**src/rtl/prefetch_queue.sv**
```systemverilog
// x86 instruction prefetch queue: fetches code bytes ahead of the decoder and
// yields the byte-wide memory bus to CPU data cycles via request/grant.
module prefetch_queue #(
    parameter int unsigned DEPTH = 6,
    parameter int unsigned AW    = 20
) (
    input  logic          clock,
    input  logic          locked,
    input  logic          flush,
    input  logic [AW-1:0] flush_addr,
    output logic [7:0]    q_data,
    output logic          q_valid,
    input  logic          q_pop,
    output logic [3:0]    q_count,
    input  logic          bus_req,
    output logic          bus_grant,
    input  logic [AW-1:0] cpu_address,
    input  logic          cpu_rd,
    input  logic          cpu_wr,
    input  logic [7:0]    cpu_dout,
    output logic [7:0]    cpu_din,
    output logic [AW-1:0] m_address,
    output logic          m_rd,
    output logic          m_wr,
    output logic [7:0]    m_dout,
    input  logic [7:0]    m_data_in
);

    localparam int unsigned PW = (DEPTH > 1) ? $clog2(DEPTH) : 1;
    localparam int unsigned CW = 4;
    localparam logic [AW-1:0] RESET_FP = AW'(20'hFFFF0);

    typedef enum logic {
        OWN_PF,
        OWN_CPU
    } own_e;

    own_e          own_q, own_d;
    logic [7:0]    mem_q [DEPTH];
    logic [7:0]    mem_d [DEPTH];
    logic [PW-1:0] head_q, head_d;
    logic [PW-1:0] tail_q, tail_d;
    logic [CW-1:0] count_q, count_d;
    logic [AW-1:0] fp_q, fp_d;
    logic          pending_q, pending_d;

    logic          room;
    logic          issue;
    logic          grant;
    logic          wr_en;
    logic          pop_en;

    // Queue bookkeeping, fetch issue and ownership next-state
    always_comb begin
        own_d     = own_q;
        mem_d     = mem_q;
        head_d    = head_q;
        tail_d    = tail_q;
        count_d   = count_q;
        fp_d      = fp_q;

        // An in-flight byte reserves its slot so the queue never overflows
        room      = (5'({1'b0, count_q}) + 5'(pending_q)) < 5'(DEPTH);
        grant     = locked & bus_req & ~pending_q;
        issue     = locked & ~flush & ~bus_req & room;
        wr_en     = pending_q & ~flush;
        pop_en    = q_pop & (count_q != '0) & ~flush;
        pending_d = issue;

        if (flush) begin
            head_d  = '0;
            tail_d  = '0;
            count_d = '0;
            fp_d    = flush_addr;
        end else begin
            if (wr_en) begin
                mem_d[tail_q] = m_data_in;
                tail_d = (tail_q == PW'(DEPTH - 1)) ? '0 : tail_q + PW'(1);
            end
            if (pop_en) begin
                head_d = (head_q == PW'(DEPTH - 1)) ? '0 : head_q + PW'(1);
            end
            count_d = count_q + CW'(wr_en) - CW'(pop_en);
            if (issue) begin
                fp_d = fp_q + AW'(1);
            end
        end

        case (own_q)
            OWN_PF:  if (grant)    own_d = OWN_CPU;
            OWN_CPU: if (!bus_req) own_d = OWN_PF;
            default:               own_d = OWN_PF;
        endcase
    end

    // State register; reset drops any in-flight byte and restarts at the reset vector
    always_ff @(posedge clock) begin
        if (!locked) begin
            own_q     <= OWN_PF;
            head_q    <= '0;
            tail_q    <= '0;
            count_q   <= '0;
            fp_q      <= RESET_FP;
            pending_q <= 1'b0;
        end else begin
            own_q     <= own_d;
            head_q    <= head_d;
            tail_q    <= tail_d;
            count_q   <= count_d;
            fp_q      <= fp_d;
            pending_q <= pending_d;
        end
    end

    // Byte storage needs no reset: count gates every read
    always_ff @(posedge clock) begin
        mem_q <= mem_d;
    end

    // Bus mux: the granted CPU drives the strobes, otherwise the prefetcher
    always_comb begin
        m_address = fp_q;
        m_rd      = issue;
        m_wr      = 1'b0;
        if (grant) begin
            m_address = cpu_address;
            m_rd      = cpu_rd;
            m_wr      = cpu_wr;
        end
    end

    assign bus_grant = grant;
    assign q_data    = mem_q[head_q];
    assign q_valid   = locked & (count_q != '0);
    assign q_count   = count_q;
    assign cpu_din   = m_data_in;
    assign m_dout    = cpu_dout;

endmodule
```
**config.mk**
```make
export PLATFORM = sky130hd
export DESIGN_NAME = prefetch_queue
export DESIGN_NICKNAME = d
export VERILOG_FILES = /design/src/rtl/prefetch_queue.sv
export SDC_FILE = /design/constraint.sdc
export NUM_CORES = 1
export LEC_CHECK = 0
export ABC_AREA = 1
export CAP_MARGIN = 20
export CORE_ASPECT_RATIO = 0.8
export CORE_UTILIZATION = 44
export DETAILED_ROUTE_END_ITERATION = 16
export PLACE_DENSITY = 0.79
export SLEW_MARGIN = 0
export SYNTH_ARGS = -nofsm -noshare
export SYNTH_HDL_FRONTEND = slang
export SYNTH_SLANG_ARGS = --single-unit
```
**constraint.sdc**
```tcl
create_clock -name clock -period 2 [get_ports clock]
set_clock_uncertainty 0.15 [all_clocks]
set_input_delay 0.4 -clock clock [delete_from_list [all_inputs] [get_ports clock]]
set_output_delay 0.4 -clock clock [all_outputs]
set_load 0.01 [all_outputs]
```
---- Word-level counts from Yosys, hierarchy flattened ----
Cells that the tools add are included.
word-level totals
  logic and storage cells ................. 56
  output and inout bits ................... 52
  input bits .............................. 63
  bits in registers ....................... 79
operators by class
  $add $sub $neg .......................... 6
  equality and inequality tests ........... 2
  $lt $le $gt $ge ......................... 4
  mux-type cells .......................... 13
  reductions and logical operators ........ 5
  bitwise logic cells ..................... 15
operators by type and width
  cell                                                number
  two-way mux 20 bit                                  3
  bitwise mux 48 bit                                  1
  binary-select mux 8 bit (select 3 bit)              1
  demux 8 bit (select 3 bit)                          1
  two-way mux 8 bit                                   3
  adder 20 x 1 -> 20 bit, second input constant       1
  AND 1 bit                                           9
  >= comparator 4 bit, second input constant          2
  inverter 3 -> 4 bit                                 2
  adder 3 x 1 -> 3 bit, second input constant         2
  == test 3 bit, second input constant                2
  two-way mux 3 bit                                   2
  adder 4 x 1 -> 5 bit                                1
  < comparator 5 x 3 -> 1 bit, second input constant  1
  adder 4 x 1 -> 4 bit                                1
  < comparator 4 x 1 -> 1 bit, second input constant  1
  inverter 1 bit                                      4
  nonzero test 4 bit                                  1
  subtractor 4 x 1 -> 4 bit                           1
  two-way mux 1 bit                                   2
  AND reduction 2 bit                                 1
  nonzero test 2 bit                                  1
  OR reduction 2 bit                                  1
  logical AND 1 bit                                   1

---- Logic depth before layout (Yosys ltp) ----
  depth in word-level cells ............... 6
  gate-level depth with buffers ........... 12
  mapped depth without buffers ............ 12

---- Worst setup path after synthesis ----
No wires, ideal clock.
  path kind ............................... register -> register
  from .................................... register count_q[2], in the netlist q_count[2]
  to ...................................... register count_q[2], in the netlist q_count[2]
  required time ........................... 1733 ps
  path buffers ............................ 0
  path slack .............................. -270 ps
  cell stages (with the launch flop) ...... 13
  data arrival time ....................... 2002 ps
  setup time .............................. 117 ps
  period minus slack after synthesis ...... 2270 ps
  path through ............................ dfxtp_1 > inv_1 > ha_1 > nand2_1 > nor2_1 > nor2_1 > ha_1 > inv_1 > ha_1 > inv_1 > fa_1 > xor2_1 > nor2_1
between the ends
  word-level cells in the longest chain between the ends .. 4
  elaborated cells between the ends (all ways) .. 5
  those cells by class .................... 2 x add/sub; 2 x bitwise; 1 x reduce/logical
RTL lines
  element                    RTL line  source
  start: declaration         43        logic [CW-1:0] count_q, count_d;
  start signal: assignment   109       count_q <= count_d;
  nonzero test 4 bit         67        pop_en = q_pop & (count_q != '0) & ~flush;
  AND 1 bit (2 in series)    67
  net pop_en                 51        logic pop_en;
  subtractor 4 x 1 -> 4 bit  83        count_d = count_q + CW'(wr_en) - CW'(pop_en);
The timed path passes the listed nets, and every way through them passes these cells.
A chain may end at the register's enable or synchronous reset.

---- Worst setup path in the final report ----
  from .................................... register count_q[2], in the netlist q_count[2]
  to ...................................... register count_q[1], in the netlist q_count[1]
Same word-level chain as after synthesis.

==> results.toml <==
[setup_path]
r2r-end = "q_count[1]"
crit-reg2reg-launch = "q_count[2]"
crit_path_top_delay_cell = "sky130_fd_sc_hd__fa_2"
path_class = "reg2reg"
critical_path_required_ns = 2.08
critical_path_buf_inv_count = 3
r2r.worst_path.cells = 11
critical_path.top_delay_family = "adder cells"
slowest_delay_ns = 0.51
critical_path.max_fanout = 3
worst_setup_path_startpoint = "q_count[2]"
crit_path_end_kind = "register"
worst-r2r-setup-slack_ns = -0.07
startpoint_type = "register"
timing.critical_path.arrival_ns = 2.15
timing.critical_path.cells = "inv_4 -> ha_4 -> nand2_4 -> nor2_4 -> nor2_2 -> ha_1 -> inv_1 -> ha_2 -> inv_2 -> fa_2 -> nor2_1"

[power_and_ir_drop]
pwr_density_cell_nw_per_um2 = 662
ir_drop_mv = 0.414
fin_total_pwr_mw = 4.26
cellLeakagePower_nw = 2.77

[worst_hold_path]
timing.hold.worst_endpoint = "tail_q[1]"
worst_hold_startpoint = "tail_q[1]"
hold_path.class = "reg2reg"
min_delay_path_depth = 2

[clock_network]
number_of_h_tree_levels = 3
clock-root-buffer = "sky130_fd_sc_hd__clkbuf_16"
clock_tree.buffer_depth = 2
cts_made_buffers = 9
worstSkewPairLatency_ns = 0.34
clkSinkCount = 79
tritoncts = "done"
clkSlewWorstSetupHoldPaths_ns = 0.06

[synth]
yosys.area.top_type = "sky130_fd_sc_hd__edfxtp_1"
syn-instance-count = 532
postSynthAreaPerCell_um2 = 7.98
number_of_nets_produced_by_synthesis = 605
yosys_register_bits = 79
ys_seq_area_share_pct = 48.6
synthesis.yosys.warnings = 0
dominantRegCellSynth = "sky130_fd_sc_hd__edfxtp_1"
synth-edff-count = 48
share_of_flip_flops_with_an_asynchronous_set_or_reset_after_synthesis_pct = 0
ys_top_cells_by_area = "sky130_fd_sc_hd__edfxtp_1 34%, sky130_fd_sc_hd__dfxtp_1 15%, sky130_fd_sc_hd__nand2_1 12%"
synth_largest_type_area_fraction_pct = 34.0
netlist-cell-type-count = 31
netlist_area_um2 = 4240

[cells_and_area]
final_nets = 757
synthToLayoutAreaGrowth_pct = 51.7
share_of_post_route_cells_with_drive_strength_above_1_pct = 33.4
fillers = 677
antenna-diode-count = 0
multi_input_combinational_cell_area_um2 = 2090
number_of_standard_cells_in_the_layout_taps_in_and_fillers_out = 804
final-seq-area_um2 = 2080

[die]
die_span_y_um = 89.8
top_level_ports = 115
die_area_um2 = 10000
rows = 31
chipWidth_um = 112
core_area_um2 = 9190
starting_density_pct = 46.2

[placement]
numPlacedInstances = 765
port_buffers = 98
dp_hpwl_um = 7930
gp_congestion = 0.866

[detailed_routing]
routedWlPerCell_um = 15.4
drt-total-wl_um = 12400
final_antenna_net_count = 0
remaining_drc_errors = 5
firstDrtPassIters = 11
routed_via_density = 5.34
drt_iter0_drcs = 268
vias_after_detailed_routing = 4293

[sta]
worst_slack_ns = -0.0723
finalWorstPathRequiredPeriod_ns = 2.07
finalSetupViolations = 7
rsz0062_at_grt = "true"
max_slew.worst_pin.slew_ns = 0.338
totalNegativeSetupSlack_ns = -0.273
post-route-period-util_pct = 104
slew_margin_rel_pct = 77.4
timing.final.max_slew_violations = 0
timing.final.hold_violations = 0
clock.fmax_mhz = 483

[outcome]
failed_checks = "DRC, setup timing"
run_status = "finished, violations left"

[global_routing]
wire_length_of_the_first_global_routing_pass_um = 19300
grt_pass1_vias = 4147
grt_max_degree = 26
initial_antenna_violation_count = 0
gr-usage-all-layers_pct = 24.4
globalRoute.totalOverflow = 0

[flow_run]
maxCapViolCount = 0
==> final cells by class <==
type	count	share of cell area, %
Clock buffer	9	3.50
Clock inverter	7	1.61
Inverter	48	3.23
Multi-Input combinational cell	367	32.5
Sequential cell	79	32.3
Tap cell	115	2.24
Timing Repair Buffer	177	24.2
Timing Repair inverter	2	0.428
==> registers in the layout (all words and copies together), names as in the netlist <==
signal and cells:
pending_q 1, q_count 4, fp_q 20, tail_q 3, mem_q 48, head_q 3
==> metal layers <==
metal	part of all wire, %	global-route usage, %	up-vias
met1	40	30.0	1996
met3	7.5	6.14	30
met5	0	0	-
met2	50	41.4	194
li1	-	-	2073
met4	2.3	9.01	0
==> worst min-delay path, stage by stage, from the launching register on <==
cell	delay, ns
sky130_fd_sc_hd__dfxtp_1	0.34
sky130_fd_sc_hd__nand2_1	0.07
sky130_fd_sc_hd__a21oi_1	0.05
==> cells in the final DEF, fill, tap and decap left out, drive strengths merged, types with 5 or more instances in the layout <==
cell type | synthesis | layout
buf | 29 | 111
dfxtp | 31 | 31
clkdlybuf4s50 | 0 | 59
nand2 | 140 | 140
ha | 9 | 9
nand3 | 65 | 65
nand4 | 7 | 7
clkbuf | 9 | 10
nor3 | 5 | 5
edfxtp | 48 | 48
a21oi | 34 | 34
inv | 47 | 50
o21ai | 48 | 48
nor2 | 46 | 46
==> power breakdown <==
| part | total, mW | switching [mW] | internal, mW |
|---|---|---|---|
| Clock | 1.80 | 0.695 | 1.11 |
| Combinational | 0.656 | 0.337 | 0.319 |
| Sequential | 1.80 | 0.0434 | 1.76 |
| Total | 4.26 | 1.08 | 3.18 |
==> synth_stat cells (4+ instances only) <==
cell / number
sky130_fd_sc_hd__a21oi_1: 34
sky130_fd_sc_hd__buf_2: 8
sky130_fd_sc_hd__buf_4: 18
sky130_fd_sc_hd__clkbuf_1: 9
sky130_fd_sc_hd__dfxtp_1: 31
sky130_fd_sc_hd__edfxtp_1: 48
sky130_fd_sc_hd__ha_1: 9
sky130_fd_sc_hd__inv_1: 44
sky130_fd_sc_hd__nand2_1: 139
sky130_fd_sc_hd__nand3_1: 64
sky130_fd_sc_hd__nand4_1: 7
sky130_fd_sc_hd__nor2_1: 44
sky130_fd_sc_hd__nor3_1: 4
sky130_fd_sc_hd__o21ai_0: 48
==> cells by family (layout without fill, tap and decap cells) <==
| group | after synthesis | in the layout | share of synthesized area, % |
|---|---|---|---|
| buffers and inverters | 86 | 243 | 9.79 |
| and+or+nand+nor | 265 | 265 | 26.8 |
| xor gates and xnor gates | 6 | 6 | 1.24 |
| DFF | 79 | 79 | 48.6 |
| AOI/OAI and AO/OA | 86 | 86 | 10.5 |
| adders and majority gates | 10 | 10 | 3.13 |
==> worst max path at each step <==
stage / endpoint / slack (ns) / cells after the start
floorplan: q_count[1] / -0.1 / 11
global placement: m_wr / -0.67 / 7
detailed placement: m_wr / -0.74 / 7
CTS: m_rd / -0.08 / 8
global route: q_count[2] / -0.17 / 12
finish: q_count[1] / -0.07 / 11
==> through the flow <==
step                      util (%)  cell area, um2  setup WS, ns  hold slack [ns]
after floorplan                  -            4290       -0.0992            0.316
after global placement        61.4            5640        -0.672            0.331
after detailed placement      61.4            5640        -0.737            0.352
after CTS                     67.1            6170       -0.0794            0.363
after global routing          70.0            6440        -0.168            0.397
final                         70.0            6440       -0.0723            0.370
==> repair_timing <==
item,4_1_cts,5_1_grt
gates cloned,4,2
buffers inserted,16,4
hold buffers,0,0
pin swaps,17,23
resized for setup,231,81
setup endpoints to repair,52,66
Power figures use the tool's default switching activity.
